[config.mk]
export PLATFORM = sky130hd
export DESIGN_NAME = morse_key_timer
export DESIGN_NICKNAME = d
export VERILOG_FILES = /design/src/rtl/morse_pkg.sv /design/src/rtl/morse_debounce.sv /design/src/rtl/morse_key_timer.sv
export SDC_FILE = /design/constraint.sdc
export NUM_CORES = 1
export LEC_CHECK = 0
export BUFFER_PORTS_ARGS = -buffer_cell sky130_fd_sc_hd__buf_4
export CELL_PAD_IN_SITES_DETAIL_PLACEMENT = 1
export CELL_PAD_IN_SITES_GLOBAL_PLACEMENT = 1
export CORE_MARGIN = 2
export CORE_UTILIZATION = 53
export DETAILED_ROUTE_END_ITERATION = 16
export HOLD_SLACK_MARGIN = 0.12
export PLACE_DENSITY = 0.94
export SYNTH_ARGS = -nofsm -noshare
export SYNTH_HDL_FRONTEND = slang
export SYNTH_SLANG_ARGS = --single-unit
[constraint.sdc]
create_clock -name clk -period 8.89 [get_ports clk]
set_input_delay 2.2225 -clock clk [delete_from_list [all_inputs] [get_ports clk]]
set_output_delay 2.2225 -clock clk [all_outputs]
set_load 0.03 [all_outputs]
[src/rtl/morse_pkg.sv]
`default_nettype none
// ============================================================================
// Module      : morse_pkg
// Description : Shared definitions for the single-key Morse front end and the
//               downstream input FSM / decoder.
// Revision    : 1.0  initial release
// ============================================================================
package morse_pkg;

    // Symbols per character accepted downstream; sym_cnt saturates here.
    localparam logic [2:0] MORSE_MAX_SYMS = 3'd5;

    localparam logic [1:0] c_ST_IDLE  = 2'd0;
    localparam logic [1:0] c_ST_PRESS = 2'd1;
    localparam logic [1:0] c_ST_GAP   = 2'd2;

    typedef enum logic [1:0] {
        MORSE_IDLE  = c_ST_IDLE,
        MORSE_PRESS = c_ST_PRESS,
        MORSE_GAP   = c_ST_GAP
    } morse_state_e;

endpackage
`default_nettype wire

[src/rtl/morse_debounce.sv]
`default_nettype none
// ============================================================================
// Module      : morse_debounce
// Description : Two-flop synchroniser plus stable-count debouncer for a raw key.
// Revision    : 1.0  initial release
// ============================================================================
module morse_debounce #(
    parameter int DEBOUNCE_CYCLES = 50000,
    parameter int CNT_W           = 24
) (
    input  logic clk,
    input  logic rst,
    input  logic key_raw_i,
    output logic key_db_o
);

    localparam logic [CNT_W-1:0] c_DEB_LAST = CNT_W'(DEBOUNCE_CYCLES - 1);
    localparam logic [CNT_W-1:0] c_ONE      = CNT_W'(1);

    logic             sync1_q;
    logic             sync_q;
    logic             db_q;
    logic [CNT_W-1:0] deb_cnt_q;

    always_ff @(posedge clk or posedge rst) begin
        if (rst) begin
            sync1_q   <= 1'b0;
            sync_q    <= 1'b0;
            db_q      <= 1'b0;
            deb_cnt_q <= '0;
        end else begin
            sync1_q <= key_raw_i;
            sync_q  <= sync1_q;
            // Any cycle where the synced level agrees with key_db restarts the count.
            if (sync_q != db_q) begin
                if (deb_cnt_q == c_DEB_LAST) begin
                    db_q      <= sync_q;
                    deb_cnt_q <= '0;
                end else begin
                    deb_cnt_q <= deb_cnt_q + c_ONE;
                end
            end else begin
                deb_cnt_q <= '0;
            end
        end
    end

    assign key_db_o = db_q;

endmodule
`default_nettype wire

[src/rtl/morse_key_timer.sv]
`default_nettype none
// ============================================================================
// Module      : morse_key_timer
// Description : Single straight-key Morse front end: times presses and gaps and
//               emits one-cycle dot, dash and enter pulses.
// Revision    : 1.0  initial release
// ============================================================================
module morse_key_timer
    import morse_pkg::*;
#(
    parameter int DEBOUNCE_CYCLES = 50000,
    parameter int DASH_CYCLES     = 6000000,
    parameter int GAP_CYCLES      = 12000000,
    parameter int CNT_W           = 24
) (
    input  logic       clk,
    input  logic       rst,
    input  logic       key_raw_i,
    output logic       dot_pulse_o,
    output logic       dash_pulse_o,
    output logic       enter_pulse_o,
    output logic       key_active_o,
    output logic [2:0] sym_cnt_o
);

    localparam logic [CNT_W-1:0] c_DASH    = CNT_W'(DASH_CYCLES);
    localparam logic [CNT_W-1:0] c_GAP     = CNT_W'(GAP_CYCLES);
    localparam logic [CNT_W-1:0] c_ONE     = CNT_W'(1);
    localparam logic [CNT_W-1:0] c_CNT_MAX = {CNT_W{1'b1}};

    logic             w_key_db;

    logic [1:0]       state_q,     state_d;
    logic [CNT_W-1:0] press_cnt_q, press_cnt_d;
    logic [CNT_W-1:0] gap_cnt_q,   gap_cnt_d;
    logic             dot_q,       dot_d;
    logic             dash_q,      dash_d;
    logic             enter_q,     enter_d;
    logic [2:0]       sym_cnt_q,   sym_cnt_d;

    morse_debounce #(
        .DEBOUNCE_CYCLES (DEBOUNCE_CYCLES),
        .CNT_W           (CNT_W)
    ) u_debounce (
        .clk       (clk),
        .rst       (rst),
        .key_raw_i (key_raw_i),
        .key_db_o  (w_key_db)
    );

    always_comb begin
        state_d     = state_q;
        press_cnt_d = press_cnt_q;
        gap_cnt_d   = gap_cnt_q;
        dot_d       = 1'b0;
        dash_d      = 1'b0;
        enter_d     = 1'b0;
        sym_cnt_d   = sym_cnt_q;

        case (state_q)
            c_ST_IDLE: begin
                if (w_key_db) begin
                    state_d     = c_ST_PRESS;
                    press_cnt_d = c_ONE;
                end
            end

            c_ST_PRESS: begin
                if (w_key_db) begin
                    if (press_cnt_q != c_CNT_MAX) begin
                        press_cnt_d = press_cnt_q + c_ONE;
                    end
                end else begin
                    // The fall-detect cycle counts as the first key-up cycle of the gap.
                    if (press_cnt_q < c_DASH) begin
                        dot_d = 1'b1;
                    end else begin
                        dash_d = 1'b1;
                    end
                    if (sym_cnt_q != MORSE_MAX_SYMS) begin
                        sym_cnt_d = sym_cnt_q + 3'd1;
                    end
                    state_d     = c_ST_GAP;
                    press_cnt_d = '0;
                    gap_cnt_d   = c_ONE;
                end
            end

            c_ST_GAP: begin
                if (w_key_db) begin
                    state_d     = c_ST_PRESS;
                    press_cnt_d = c_ONE;
                    gap_cnt_d   = '0;
                end else if (gap_cnt_q == c_GAP) begin
                    enter_d   = 1'b1;
                    sym_cnt_d = 3'd0;
                    state_d   = c_ST_IDLE;
                    gap_cnt_d = '0;
                end else begin
                    gap_cnt_d = gap_cnt_q + c_ONE;
                end
            end

            default: begin
                state_d     = c_ST_IDLE;
                press_cnt_d = '0;
                gap_cnt_d   = '0;
            end
        endcase
    end

    always_ff @(posedge clk or posedge rst) begin
        if (rst) begin
            state_q     <= c_ST_IDLE;
            press_cnt_q <= '0;
            gap_cnt_q   <= '0;
            dot_q       <= 1'b0;
            dash_q      <= 1'b0;
            enter_q     <= 1'b0;
            sym_cnt_q   <= 3'd0;
        end else begin
            state_q     <= state_d;
            press_cnt_q <= press_cnt_d;
            gap_cnt_q   <= gap_cnt_d;
            dot_q       <= dot_d;
            dash_q      <= dash_d;
            enter_q     <= enter_d;
            sym_cnt_q   <= sym_cnt_d;
        end
    end

    assign dot_pulse_o   = dot_q;
    assign dash_pulse_o  = dash_q;
    assign enter_pulse_o = enter_q;
    assign key_active_o  = w_key_db;
    assign sym_cnt_o     = sym_cnt_q;

endmodule
`default_nettype wire
# Word level (Yosys, flattened, before mapping)
# Cells that the tools add are included.
# Widths: inputs -> output; s select.
# totals
ff_bits,83
in_bits,3
output_inout_bits,7
# op_classes
n_addsub,4
order_cmp,1
eq_ne,15
muxes,29
bitwise_logic,1
reduce_logical,8
# op_table
operator,count
$mux 24,8
$add 24x1->24 const B,3
$pmux 24 s3,1
$pmux 24 s2,1
$eq 24x16->1 const B,1
$eq 24x24->1 const B,1
$lt 24x23->1 const B,1
$ne 24x24->1 const B,1
$mux 3,4
$mux 1,9
$mux 2,4
$ne 2x2->1 const B,4
$ne 3x3->1 const B,2
$pmux 2 s3,1
$pmux 3 s2,1
$reduce_and 2->1,3
$reduce_and 5->1,1
$ne 2x1->1 const B,2
$add 3x1->3 const B,1
$ne 3x2->1 const B,1
$reduce_and 3->1,1
$eq 2x1->1 const B,1
$eq 2x2->1 const B,1
$logic_not 2->1,1
other kinds (4),4

# Logic depth before layout (Yosys ltp)
# depth
depth_word,4
mapped_depth,10

# By module
# A second synthesis with hierarchy kept.
# unflattened
hier_cells,470
area_unflattened_um2,4433.0
# by_module_without_submodules
module,n_inst,cells_per_inst,area_per_inst_um2
morse_key_timer,1,334,3090.5
morse_debounce,1,136,1342.5

# Least setup slack after synthesis
# OpenSTA, ideal clock, no wires.
# synth_timing
kind,register to output
start,"register sym_cnt_q[0], in the netlist sym_cnt_o[0]"
end,output sym_cnt_o[0]
t_arrival_ns,0.529
required_time_ns,6.668
path_slack_ns,6.139
path_stages_with_launch,1
path_cell_list,dfrtp_1
# synth_lines
element,line,source
"start, declared",morse_key_timer.sv:39,"logic [2:0] sym_cnt_q, sym_cnt_d;"
"start signal, assigned",morse_key_timer.sv:128,sym_cnt_q <= sym_cnt_d;
"end, declared",morse_key_timer.sv:23,output logic [2:0] sym_cnt_o
# No word-level cell between the ends.

# Worst setup path after layout
# layout_timing
start,"register u_debounce.db_q, in the netlist u_debounce.key_db_o"
end,output key_active_o
# layout_lines
element,line,source
"start, declared",morse_debounce.sv:22,logic db_q;
"start signal, assigned",morse_debounce.sv:37,db_q <= sync_q;
"end, declared",morse_key_timer.sv:22,"output logic key_active_o,"
# No word-level cell between the ends.

==> metrics.txt <==
final hold violations=0; synthesized netlist cell count=~500; TritonRoute pass-1 iters=4; post-route ant nets=0; status=finished, final reports clean; grt met2 use=roughly half; RePlAce Congestion=between 0.8 and 0.9; Mapped Area=roughly 0.0045 mm²; nets@finish=around 510; Post-synth top flop=dfrtp_1; Seq/Total Area, Yosys=a little under half; placed wire-length estimate=8.03 mm; Yosys reg bits=83; synthesized area per cell=about 9.1 µm²; Setup Crit Path Kind=flip-flop to output pin; die area=0.00923 mm²; cell area power density=141 mW/mm²; Core ar.=~0.0082 mm²; synth top area cells=dfrtp_1 (46%), nor2_1 (6.1%), xnor2_1 (6.0%); FFs w/ async S/R, synth=100%; Hold/Removal Path Class=flip-flop to flip-flop; EDFF count, synth=0; commonest non-fill, non-tap cell in the layout=dfrtp_1; Data required, critical path=6670 ps; hold_buf cts=0; fmax=approximately 280 MHz; slew of the pin with the lowest slew margin=about 1100 ps; Top delay family on crit path=flip-flops; Worst-Skew Late Latency=370 ps; CP max stage cell=dfrtp_1; WL final=about 12 mm; setup TNS=0 ps; GRT busiest layer=met2; routed vias=about 3800; Root Driver=clkbuf_8; CTS tree=yes; Synth cell types=57; Worst slew margin=between 20% and 30%; Num CTS Buffers=9; post-CTS setup buffers=0; Initial Utilization=54.7%; Max Slew Vio Count=0; setup violators final=0; number of diodes=0; Die W=just under 100 µm; CTS H-tree lvls=3; reg2reg setup slack=between 5000 and 6000 ps; period utilization=approximately two fifths; placed instance count=between 500 and 600; Crit path largest cell delay=~700 ps; CP Launch Type=flip-flop; largest net degree at the start of global routing=84; Synth Net Count=between 500 and 600; RSZ-0062 raised after global routing=no; CP Buf/Inv Count=1; cts repair resizes=0; largest area contributor in the netlist=dfrtp_1; die height=slightly below 100 µm; WL per Instance=roughly 20 µm; share of cells above drive strength 1=roughly 7.6%; number of global-route vias before repair=4223; CTS Sinks=between 80 and 90; global routing usage on met3=around 6.1%; worst-path cell chain=buf_4; CTS Buffer Depth=2; DR vias/cell=~6.3; Initial DRC Count=175; share of the synthesized area in the top cell type=between 40% and 50%; Worst EP arrival=roughly 1300 ps; crit path capture type=output pin; commonest cells after routing, fill and taps aside=dfrtp_1 (83), nor2_1 (73), nand2_1 (35), o21ai_0 (32), nand3_1 (32); Pleak=~0.0020 µW; gr ovfl total=0; Final min period=about 3500 ps; # IOs=10; All-Layer GR Usage=between 20% and 30%; Worst-path clk slew=about 80 ps; first-pass GRT wire length=between 20 and 25 mm; fillers=962; clk_skew=roughly 13 ps; CP max FO=14; Syn-to-layout area delta=6.93%; drc violations=0; synth warn=0; # port buffers=9; VDD IR-drop max=about 0.00010 V; Layout Cells excl Fill=just over 600; num rows=33; met1 GRT Util=around 34%; Max Cap Violations=0; initial antenna violation count=0
-- sequential cells by signal, indices dropped and copies added (netlist names) --
| register | flops |
|---|---|
| enter_pulse_o | 1 |
| u_debounce.sync_q | 1 |
| u_debounce.sync1_q | 1 |
| state_q | 2 |
| u_debounce.key_db_o | 1 |
| press_cnt_q | 24 |
| dot_pulse_o | 1 |
| sym_cnt_o | 3 |
| dash_pulse_o | 1 |
| u_debounce.deb_cnt_q | 24 |
| gap_cnt_q | 24 |
-- Yosys cell counts, types with 3 or more instances --
library cell	count
and4_1	4
nand2_1	35
xor2_1	13
nand4_1	18
nand3_1	32
a31oi_1	5
nor2_1	73
dfrtp_1	83
o41ai_1	4
buf_2	9
ha_1	11
o21ai_0	32
nor4_1	17
and3_1	8
inv_1	25
nor3_1	18
or4_1	3
xnor2_1	31
a21oi_1	13
clkbuf_1	5
nand2b_1	6
and2_1	3
o31ai_1	5
-- metrics by stage --
step	hold slack (ps)	utilization [%]	setup slack, ps	total power, µW	instance area (µm²)
2_1_floorplan	331	-	4530	396	4490
3_3_place_gp	372	56.0	5610	399	4600
3_5_place_dp	382	56.0	5580	400	4600
4_1_cts	396	58.5	5390	681	4800
5_1_grt	409	58.5	5340	701	4800
6_report	395	58.5	5360	678	4800
-- cell type report --
type                    instances  area, µm²  share of cell area [%]
repair buffers                 10       75.1                    1.56
flip-flops and latches         83       2080                    43.2
multi-input cells             368       2220                    46.3
clock inverters                 4       50.0                    1.04
inverters                      25       95.1                    1.98
well taps                     105        131                    2.73
clock buffers                  11        151                    3.15
-- report_power, final --
part | leakage [µW] | internal, µW | total, µW | switching, µW
combinational | 0.000740 | 2.07 | 12.2 | 10.1
sequential | 0.00115 | 379 | 380 | 1.20
clock | 0.0000974 | 143 | 286 | 143
total | 0.00199 | 524 | 678 | 154
-- cell families after synthesis --
kind of cell             Yosys count  share of synthesized area, %
adder cells (fa/ha/maj)           11                          3.06
AND/OR/NAND/NOR                  232                          26.2
flip-flops                        83                          46.2
AO/OA/AOI/OAI                     80                          11.4
multiplexers                       1                         0.223
XOR/XNOR                          44                          8.58
buffers and inverters             44                          4.26
-- per-layer routing --
layer	vias up	share of wire (%)	wire length, µm
met2	86	52	6320
met1	1948	40	4870
met4	0	3.8	452
li1	1754	-	-
met3	44	3.3	399
met5	-	0	0
-- worst paths after layout --
check | cells after the start | start | endpoint
worst max-delay path | 1 | u_debounce.key_db_o | key_active_o
worst min-delay path | 0 | u_debounce.sync1_q | u_debounce.sync_q
max in group asynchronous | 3 | rst | u_debounce.deb_cnt_q[10]
worst min register to register | 0 | u_debounce.sync1_q | u_debounce.sync_q
worst max register to register | 7 | gap_cnt_q[0] | gap_cnt_q[5]
min in group asynchronous | 3 | rst | u_debounce.deb_cnt_q[18]
No activity file was read; power rests on OpenSTA's default activity.
